[config.mk]
export PLATFORM = sky130hd
export DESIGN_NAME = algorithm_multi_vc
export DESIGN_NICKNAME = d
export VERILOG_FILES = /design/src/rtl/algorithm_multi_vc.sv
export SDC_FILE = /design/constraint.sdc
export NUM_CORES = 1
export LEC_CHECK = 0
export ABC_CLOCK_PERIOD_IN_PS = 2690
export BUFFER_PORTS_ARGS = -buffer_cell sky130_fd_sc_hd__buf_2
export CELL_PAD_IN_SITES_DETAIL_PLACEMENT = 0
export CELL_PAD_IN_SITES_GLOBAL_PLACEMENT = 1
export CORE_AREA = 2 2 183 185
export CTS_CLUSTER_DIAMETER = 150
export DETAILED_ROUTE_END_ITERATION = 12
export DIE_AREA = 0 0 185 187
export GPL_ROUTABILITY_DRIVEN = 0
export GPL_TIMING_DRIVEN = 0
export HOLD_SLACK_MARGIN = 0.06
export PLACE_DENSITY = 0.54
export SLEW_MARGIN = 10
export SYNTH_ARGS = -nofsm -noshare
export SYNTH_HDL_FRONTEND = slang
export SYNTH_SLANG_ARGS = --single-unit
export TNS_END_PERCENT = 20
[constraint.sdc]
create_clock -name clk_i -period 2.69 [get_ports clk_i]
set_clock_uncertainty 0.15 [all_clocks]
set_input_delay 0.4035 -clock clk_i [delete_from_list [all_inputs] [get_ports clk_i]]
set_output_delay 0.4035 -clock clk_i [all_outputs]
set_load 0.02 [all_outputs]
[src/rtl/algorithm_multi_vc.sv]
// Per-input routing stage of the NoC router with VC_NUM virtual channels per direction.
// A header flit selects an output (direction, VC) channel, which is latched for the rest
// of the packet (wormhole). Stray non-header flits arriving while idle are dropped and
// counted with a saturating counter.
//
// Ports:
//   clk_i, rst_i            clock, synchronous active-high reset
//   in_t*_i / in_tready_o   input AXI-Stream flit
//   out_t*_o / out_tready_i per-channel output streams, channel = dir*VC_NUM + vc
//   current_grant_i         VC hint, low log2(VC_NUM) bits pick the VC
//   target_x_i, target_y_i  header destination coordinates
//   lock_i                  channel already owned by another input
//   owner_o                 one-hot channel owned by this input (PKT state only)
//   drop_o, drop_count_o    registered drop pulse and saturating drop count
module algorithm_multi_vc #(
  parameter int unsigned          DATA_WIDTH           = 32,
  parameter int unsigned          ID_WIDTH             = 4,
  parameter logic [ID_WIDTH-1:0]  ROUTING_HEADER       = 4'hF,
  parameter int unsigned          VC_NUM               = 2,
  parameter int unsigned          CHANNEL_NUMBER       = 5 * VC_NUM,
  parameter int unsigned          CHANNEL_NUMBER_WIDTH = $clog2(CHANNEL_NUMBER),
  parameter int unsigned          MAX_ROUTERS_X        = 4,
  parameter int unsigned          MAX_ROUTERS_Y        = 4,
  parameter int unsigned          ROUTER_X             = 0,
  parameter int unsigned          ROUTER_Y             = 0,
  parameter int unsigned          ROUTING_MODE         = 0
) (
  input  logic                                     clk_i,
  input  logic                                     rst_i,
  input  logic                                     in_tvalid_i,
  input  logic [DATA_WIDTH-1:0]                    in_tdata_i,
  input  logic [ID_WIDTH-1:0]                      in_tid_i,
  input  logic                                     in_tlast_i,
  output logic                                     in_tready_o,
  output logic [CHANNEL_NUMBER-1:0]                out_tvalid_o,
  output logic [CHANNEL_NUMBER*DATA_WIDTH-1:0]     out_tdata_o,
  output logic [CHANNEL_NUMBER*ID_WIDTH-1:0]       out_tid_o,
  output logic [CHANNEL_NUMBER-1:0]                out_tlast_o,
  input  logic [CHANNEL_NUMBER-1:0]                out_tready_i,
  input  logic [CHANNEL_NUMBER_WIDTH-1:0]          current_grant_i,
  input  logic [$clog2(MAX_ROUTERS_X)-1:0]         target_x_i,
  input  logic [$clog2(MAX_ROUTERS_Y)-1:0]         target_y_i,
  input  logic [CHANNEL_NUMBER-1:0]                lock_i,
  output logic [CHANNEL_NUMBER-1:0]                owner_o,
  output logic                                     drop_o,
  output logic [15:0]                              drop_count_o
);

  localparam int unsigned XW     = $clog2(MAX_ROUTERS_X);
  localparam int unsigned YW     = $clog2(MAX_ROUTERS_Y);
  localparam int unsigned CW     = CHANNEL_NUMBER_WIDTH;
  localparam int unsigned VcBits = $clog2(VC_NUM);

  localparam logic [XW-1:0] RouterX = XW'(ROUTER_X);
  localparam logic [YW-1:0] RouterY = YW'(ROUTER_Y);

  localparam logic [2:0] DirLocal = 3'd0;
  localparam logic [2:0] DirNorth = 3'd1;
  localparam logic [2:0] DirEast  = 3'd2;
  localparam logic [2:0] DirSouth = 3'd3;
  localparam logic [2:0] DirWest  = 3'd4;

  typedef enum logic [0:0] {StIdle, StPkt} state_e;

  state_e          state_q, state_d, state_eff;
  logic [CW-1:0]   route_q, route_d;
  logic            drop_q;
  logic [15:0]     drop_cnt_q;

  logic [2:0]      dir;
  logic [CW-1:0]   hdr_ch;
  logic [CW-1:0]   fwd_ch;
  logic            fwd_en;
  logic            drop_fire;
  logic            is_hdr;
  logic            unused_grant;

  assign is_hdr       = (in_tid_i == ROUTING_HEADER);
  assign unused_grant = ^current_grant_i;

  // Direction from destination; ROUTING_MODE picks which dimension resolves first.
  always_comb begin
    dir = DirLocal;
    if (ROUTING_MODE == 0) begin
      if (target_x_i != RouterX)      dir = (target_x_i > RouterX) ? DirEast : DirWest;
      else if (target_y_i != RouterY) dir = (target_y_i < RouterY) ? DirNorth : DirSouth;
    end else begin
      if (target_y_i != RouterY)      dir = (target_y_i < RouterY) ? DirNorth : DirSouth;
      else if (target_x_i != RouterX) dir = (target_x_i > RouterX) ? DirEast : DirWest;
    end
  end

  // With VC_NUM a power of two, dir*VC_NUM + vc is just {dir, vc}.
  if (VC_NUM > 1) begin : g_vc
    assign hdr_ch = CW'({dir, current_grant_i[VcBits-1:0]});
  end else begin : g_novc
    assign hdr_ch = CW'(dir);
  end

  // While reset is asserted the datapath behaves as if idle.
  assign state_eff = rst_i ? StIdle : state_q;

  always_comb begin
    out_tvalid_o = '0;
    out_tdata_o  = '0;
    out_tid_o    = '0;
    out_tlast_o  = '0;
    in_tready_o  = 1'b0;
    fwd_en       = 1'b0;
    fwd_ch       = hdr_ch;
    drop_fire    = 1'b0;
    state_d      = state_q;
    route_d      = route_q;

    unique case (state_eff)
      StIdle: begin
        if (in_tvalid_i) begin
          if (is_hdr) begin
            // A locked channel stalls the header without dropping it.
            if (!lock_i[hdr_ch]) begin
              fwd_en      = 1'b1;
              in_tready_o = out_tready_i[hdr_ch];
              // Single-flit packets never take ownership.
              if (in_tready_o && !in_tlast_i) begin
                state_d = StPkt;
                route_d = hdr_ch;
              end
            end
          end else begin
            in_tready_o = 1'b1;
            drop_fire   = 1'b1;
          end
        end
      end
      StPkt: begin
        fwd_en      = 1'b1;
        fwd_ch      = route_q;
        in_tready_o = out_tready_i[route_q];
        if (in_tvalid_i && in_tready_o && in_tlast_i) state_d = StIdle;
      end
      default: state_d = StIdle;
    endcase

    if (fwd_en) begin
      for (int unsigned i = 0; i < CHANNEL_NUMBER; i++) begin
        if (fwd_ch == CW'(i)) begin
          out_tvalid_o[i]                       = in_tvalid_i;
          out_tdata_o[i*DATA_WIDTH +: DATA_WIDTH] = in_tdata_i;
          out_tid_o[i*ID_WIDTH +: ID_WIDTH]       = in_tid_i;
          out_tlast_o[i]                        = in_tlast_i;
        end
      end
    end
  end

  always_comb begin
    owner_o = '0;
    for (int unsigned i = 0; i < CHANNEL_NUMBER; i++) begin
      owner_o[i] = (state_q == StPkt) && (route_q == CW'(i));
    end
  end

  always_ff @(posedge clk_i) begin
    if (rst_i) begin
      state_q    <= StIdle;
      route_q    <= '0;
      drop_q     <= 1'b0;
      drop_cnt_q <= '0;
    end else begin
      state_q <= state_d;
      route_q <= route_d;
      drop_q  <= drop_fire;
      if (drop_fire && (drop_cnt_q != 16'hFFFF)) drop_cnt_q <= drop_cnt_q + 16'd1;
    end
  end

  assign drop_o       = drop_q;
  assign drop_count_o = drop_cnt_q;

endmodule
==> flow_metrics.py, run 1 <==
metrics = {
    "synthesis": {
        "ys_types": 54,
        "yosysWarningCount": 0,
        "synth_top_family_by_area": "simple AND/OR/NAND/NOR gates",
        "synth_compound_area_frac": 0.0498,
        "synth-edff-count": 0,
        "synth_cells": 591,
        "synthAdderAreaFrac": 0.00298,
        "synth.avg_cell_area_um2": 7.10,
        "synth_sequential_area_ratio": 0.100,
        "synth_seq_cells": 21,
        "synthMuxAreaShare": 0.0450,
        "synth-xor-area-share": 0.0104,
        "yosys.area.top_type": "and2_1",
        "ys.flop_type": "dfxtp_1",
        "synth.area.top_cells": "and2_1 23%, nor2b_1 16%, buf_4 14%",
        "async_flop_share": 0,
        "netlist_area_um2": 4200,
        "yosysTopAreaCellShare": 0.227,
        "synthSimpleGateAreaFrac": 0.598,
    },
    "clocking": {
        "root_buffer": "clkbuf_16",
        "cts_tree": "yes",
        "cts_buffers": 3,
        "clkTransAtPathRegs_ps": 60,
        "cts.path.max_buffers": 2,
        "cts-htree-levels": 1,
        "clkLatencyLatePin_ps": 250,
        "cts_hold_buf": 0,
        "cts_sinks": 21,
    },
    "sta": {
        "fmax_ghz": 0.378,
        "setup_viol": 0,
        "fin_crit_ps": 2650,
        "worstMarginPinSlew_ps": 560,
        "hold_ws_ps": 336,
        "finalHoldViolCount": 0,
        "finalMaxSlewViolations": 0,
        "finalCritPeriodShare": 0.984,
        "rsz0062_at_grt": "true",
        "max_slew_margin": 0.627,
    },
    "place": {
        "dp_hpwl_mm": 19.1,
        "io_buffers": 388,
    },
    "layout": {
        "multi_input_area_um2": 3350,
        "area_delta_synth_final_pct": 79.2,
        "seq_area_um2": 428,
        "nNetsFinal": 1144,
        "fillerInstances": 3841,
        "final_util": 0.229,
        "layout-drive-gt1-share": 0.537,
    },
    "floorplan": {
        "initial_core_util": 0.128,
        "die_area_um2": 34600,
        "die_h_um": 187,
        "core_area_um2": 32900,
        "fp.dieW_um": 185,
        "rows": 67,
        "ios": 476,
    },
    "worst_hold_path": {
        "hp-class": "in2reg",
    },
    "setup_path": {
        "r2r_slack_ps": 320,
        "cp-end-kind": "output port",
        "cp_top_family": "compound AO/OA/AOI/OAI gates",
        "cp.buffers_inverters": 3,
        "cp.required_ps": 2140,
        "path_class": "in2out",
        "crit_slowest_cell": "o221ai_1",
        "cp_cell_sequence": "buf_2, buf_6, mux2_2, o221ai_1, o21ai_0, a31o_2, buf_2",
        "max_stage_delay_ps": 440,
        "cp_max_fo": 10,
        "path_common_cell": "buf_2",
        "worst_setup_path_start_kind": "input pin",
        "cp.arrival_ps": 2090,
    },
    "drt": {
        "via_per_inst": 3.51,
        "drtIter0Drc": 171,
        "dr.pass1.iters": 4,
        "vias": 5345,
        "drc": 0,
        "ant_nets": 0,
        "finalWirelength_mm": 23.7,
        "wl_per_cell_um": 15.5,
    },
    "global_routing": {
        "grt_pass1_wl_mm": 33.7,
        "antenna_found_initial": 1,
        "grt_max_degree": 13,
        "overflow": 0,
        "grt_pass1_vias": 5054,
        "grt_usage": 0.128,
    },
    "outcome": {
        "outcome": "completed",
    },
    "power_and_ir_drop": {
        "peakVddDrop_mv": 0.164,
        "p_leak_nw": 4.50,
        "total_power_mw": 1.06,
        "pwr_density_cell_nw_per_um2": 142,
    },
    "job": {
        "drv_cap": 0,
    },
}
-- final cells by class --
| type | instances | area share |
|---|---|---|
| timing repair buffer | 403 | 0.285 |
| tap | 448 | 0.0746 |
| antenna | 1 | 0.000333 |
| buffer | 119 | 0.124 |
| sequential | 21 | 0.0569 |
| multi-input combinational | 520 | 0.445 |
| clock inverter | 1 | 0.000666 |
| inverter | 7 | 0.00350 |
| clock buffer | 3 | 0.00999 |
-- tightest hold or removal path, stage by stage --
cell,delay [ps]
buf_2,120
nor4_4,70
mux2i_1,110
-- through the flow --
| step | instances | setup slack, ps | setup TNS, ps | area [um2] |
|---|---|---|---|---|
| final | 1523 | 43.2 | 0 | 7520 |
| after CTS | 1521 | -5.51 | -5.51 | 7400 |
| after global routing | 1522 | -50.9 | -1630 | 7510 |
| after detailed placement | 1504 | -947 | -128930 | 6990 |
| after floorplan | 668 | 340 | 0 | 4480 |
| after global placement | 1504 | -994 | -131690 | 6990 |
-- cell families after synthesis --
kind of cell | count (synthesis)
xor gates and xnor gates | 5
buffers and inverters | 127
DFF | 21
AOI/OAI and AO/OA | 26
and+or+nand+nor | 395
adders and majority gates | 1
other | 1
muxes | 15
-- sequential cells by signal, summed over array words and instances (netlist names) --
name	flops
drop_count_o	16
route_q	3
drop_o	1
state_q	1
-- final timing paths --
path / startpoint / to / cells after the start
min: in_tlast_i / route_q[0] / 3
max: current_grant_i[0] / in_tready_o / 7
min reg2reg: route_q[0] / route_q[0] / 2
max reg2reg: drop_count_o[0] / drop_count_o[9] / 6
-- per-layer routing --
layer / vias up / global-route usage / part of all wire
li1: 2677 / - / -
met1: 2412 / 0.163 / 0.43
met2: 233 / 0.232 / 0.50
met3: 21 / 0.0199 / 0.064
met4: 2 / 0.0162 / 0.011
met5: - / 0 / 0.00038
-- cells in the mapped netlist (2+ instances only) --
cell type  instances
mux4_2             2
mux2i_1            5
nor2_1            29
o21ai_0            3
buf_4             79
mux2_2             6
nand2_1           14
and4_4             2
a21oi_1            7
clkbuf_2           7
and2b_1           29
dfxtp_1           21
nand4_1            5
and2_1           152
buf_2              2
nor4_4             2
a31o_2             3
inv_1              7
and2b_2           19
clkbuf_1          28
nand3_1            5
nor4_1             7
a31oi_1            2
buf_6              2
nor3_1             7
and3_1             2
nor2b_1          109
nand2b_1           5
xnor2_1            5
-- what timing repair did --
action / CTS / global route
pin swaps: 3 / 1
endpoints found under the setup margin: 276 / 193
buffers inserted: 13 / 1
gates resized for setup: 71 / 37
cloned: 0 / 1
-- layout by cell type (no fill, tap or decap), drive strengths merged, types with 2 or more instances in the layout --
cell / Yosys / layout
a21oi: 8 / 8
a31o: 3 / 3
a31oi: 2 / 2
and2: 152 / 152
and2b: 48 / 48
and3: 3 / 3
and4: 3 / 3
buf: 84 / 492
clkbuf: 36 / 33
conb: 1 / 78
dfxtp: 21 / 21
inv: 7 / 7
mux2: 8 / 8
mux2i: 5 / 5
mux4: 2 / 2
nand2: 14 / 14
nand2b: 5 / 5
nand3: 6 / 6
nand3b: 2 / 2
nand4: 6 / 6
nor2: 29 / 29
nor2b: 109 / 109
nor3: 7 / 7
nor4: 9 / 9
o21ai: 3 / 3
xnor2: 5 / 5
-- where the power goes --
part           internal (mW)  leakage, nW  total, mW  switching (mW)
logic                  0.171         4.29      0.425           0.254
clock network          0.200       0.0409      0.320           0.120
registers              0.313        0.171      0.319         0.00535
total                  0.685         4.50       1.06           0.379
(Power assumes the default switching activity.)
==> inputs of run 2 (changes only) <==
Settings changed: ABC_CLOCK_PERIOD_IN_PS 2690 to 2250, CAP_MARGIN set to 0, CORE_AREA 2 2 183 185 to 2 2 186 188, CTS_CLUSTER_DIAMETER 150 to 100, DIE_AREA 0 0 185 187 to 0 0 188 190, PLACE_DENSITY 0.54 to 0.55.
Clock period 2.69 ns to 2.25 ns, I/O delays scaled along.
==> run 2 against run 1 <==
The flow now finishes with violations (setup timing); first-iteration DRC count is 36% lower; global-route usage is 0.41 points higher; largest cell class is now non-clock buffers; via count is 5.3% higher; highest routed layer is now met4; cell count is 3.0% higher.
==> flow_metrics.py, run 2 (same netlist as run 1, synthesis figures left out) <==
metrics = {
    "outcome": {
        "outcome": "complete, but fails checks",
        "violations": "setup timing",
    },
    "clocking": {
        "clkTransAtPathRegs_ps": 60,
        "root_buffer": "clkbuf_16",
        "cts.path.max_buffers": 2,
        "clkLatencyLatePin_ps": 260,
        "cts_sinks": 21,
        "cts_tree": "yes",
        "cts_buffers": 3,
        "cts-htree-levels": 1,
        "cts_hold_buf": 0,
    },
    "drt": {
        "drtIter0Drc": 110,
        "vias": 5628,
        "ant_nets": 0,
        "finalWirelength_mm": 26.2,
        "wl_per_cell_um": 16.7,
        "drc": 0,
        "dr.pass1.iters": 4,
        "via_per_inst": 3.59,
    },
    "layout": {
        "nNetsFinal": 1182,
        "largest_reg_flops": 16,
        "seq_area_um2": 429,
        "area_delta_synth_final_pct": 131,
        "multi_input_area_um2": 3810,
        "layout-drive-gt1-share": 0.650,
        "finalNonFillerCells": 1569,
        "mostFrequentLayoutCells": "186 x buf_4, 174 x buf_2, 152 x buf_6",
        "fillerInstances": 3712,
        "layout_commonest_cell": "buf_4",
    },
    "power_and_ir_drop": {
        "p_leak_nw": 5.14,
        "power_frac_clock": 0.293,
        "switchingPower_mw": 0.490,
        "seqPwrFrac": 0.282,
        "pwr_density_cell_nw_per_um2": 139,
        "peakVddDrop_mv": 0.227,
        "combinationalPowerShare": 0.424,
        "switching_share": 0.363,
        "p_int_mw": 0.859,
    },
    "job": {
        "drv_cap": 0,
    },
    "setup_path": {
        "path_class": "reg2out",
        "cp_max_fo": 5,
        "r2r-end": "drop_count_o[9]",
        "worst_setup_path_start_kind": "flop",
        "rr_worst_depth": 6,
        "cp-end-kind": "output port",
        "reg2reg_from": "drop_count_o[0]",
        "cp.required_ps": 1760,
        "r2r_slack_ps": -90,
        "cp.arrival_ps": 1950,
    },
    "sta": {
        "worstMarginPinSlew_ps": 571,
        "finalHoldViolCount": 0,
        "rsz0062_at_grt": "true",
        "finalCritPeriodShare": 1.08,
        "hold_ws_ps": 259,
        "setup_slack_ps": -184,
        "fmax_ghz": 0.411,
        "fin_crit_ps": 2430,
        "finalMaxSlewViolations": 0,
        "max_slew_margin": 0.619,
        "setup_viol": 201,
    },
    "floorplan": {
        "fp.dieW_um": 188,
        "initial_core_util": 0.124,
        "core_area_um2": 33900,
        "die_h_um": 190,
        "ios": 476,
        "rows": 68,
        "die_area_um2": 35700,
    },
    "global_routing": {
        "grt_max_degree": 13,
        "grt_usage": 0.132,
        "grt_pass1_wl_mm": 35.6,
        "grt_pass1_vias": 5260,
        "antenna_found_initial": 1,
        "overflow": 0,
    },
    "place": {
        "dp_hpwl_mm": 19.0,
        "io_buffers": 388,
        "dp_cells": 1511,
    },
    "worst_hold_path": {
        "whs_endpoint": "route_q[0]",
        "min_path_cells": 3,
        "min-delay-start": "in_tlast_i",
        "hp-class": "in2reg",
    },
}
run 2: stage by stage:
step | setup WS (ps) | util | power, mW | TNS [ps] | area [um2]
after detailed placement | -1350 | 0.206 | 0.880 | -217290 | 7000
after global placement | -1340 | 0.206 | 0.878 | -216850 | 7000
after floorplan | 31.6 | - | 0.721 | 0 | 4480
final | -184 | 0.286 | 1.35 | -15020 | 9710
after CTS | -219 | 0.261 | 1.33 | -26260 | 8850
after global routing | -224 | 0.286 | 1.42 | -31000 | 9700
run 2: layout make-up:
cell class | count | area share
multi-input combinational | 520 | 0.392
clock buffer | 3 | 0.00773
inverter | 7 | 0.00271
timing repair buffer | 441 | 0.369
clock inverter | 1 | 0.000515
tap | 455 | 0.0586
sequential | 21 | 0.0442
buffer | 119 | 0.124
antenna | 2 | 0.000515
run 2: critical path, cell delays in order, from the launching register on:
cell	delay (ps)
dfxtp_4	380
mux4_2	530
mux2_4	290
nand2_2	70
nor2_1	40
a31o_2	240
buf_6	130
run 2: worst max path at each step:
stage | start | to | slack, ps | depth (start not counted)
5_1_grt | route_q[0] | in_tready_o | -220 | 6
2_1_floorplan | drop_count_o[0] | drop_count_o[9] | 30 | 6
3_5_place_dp | in_tid_i[1] | out_tdata_o[25] | -1350 | 9
3_3_place_gp | target_y_i[1] | out_tdata_o[213] | -1340 | 8
6_report | route_q[0] | in_tready_o | -180 | 6
4_1_cts | route_q[1] | out_tdata_o[145] | -220 | 8
run 2: routing by layer:
| layer | wire, um | track usage | up-vias |
|---|---|---|---|
| met4 | 448 | 0.0185 | 0 |
| met3 | 1380 | 0.0179 | 25 |
| met5 | 0 | 0 | - |
| met2 | 13300 | 0.245 | 248 |
| met1 | 11200 | 0.166 | 2593 |
| li1 | - | - | 2762 |
run 2: timing repair:
action / in CTS / in global routing
buffers inserted: 29 / 10
pin swaps: 14 / 18
cloned: 8 / 6
setup endpoints to repair: 306 / 299
gates resized for setup: 424 / 237
run 2: power by group through the flow:
| stage | registers (mW) | logic, mW | clock network (mW) |
|---|---|---|---|
| 2_1_floorplan | 0.397 | 0.324 | 0 |
| 3_3_place_gp | 0.392 | 0.486 | 0 |
| 3_5_place_dp | 0.391 | 0.488 | 0 |
| 4_1_cts | 0.381 | 0.537 | 0.411 |
| 5_1_grt | 0.381 | 0.612 | 0.423 |
| 6_report | 0.381 | 0.572 | 0.396 |
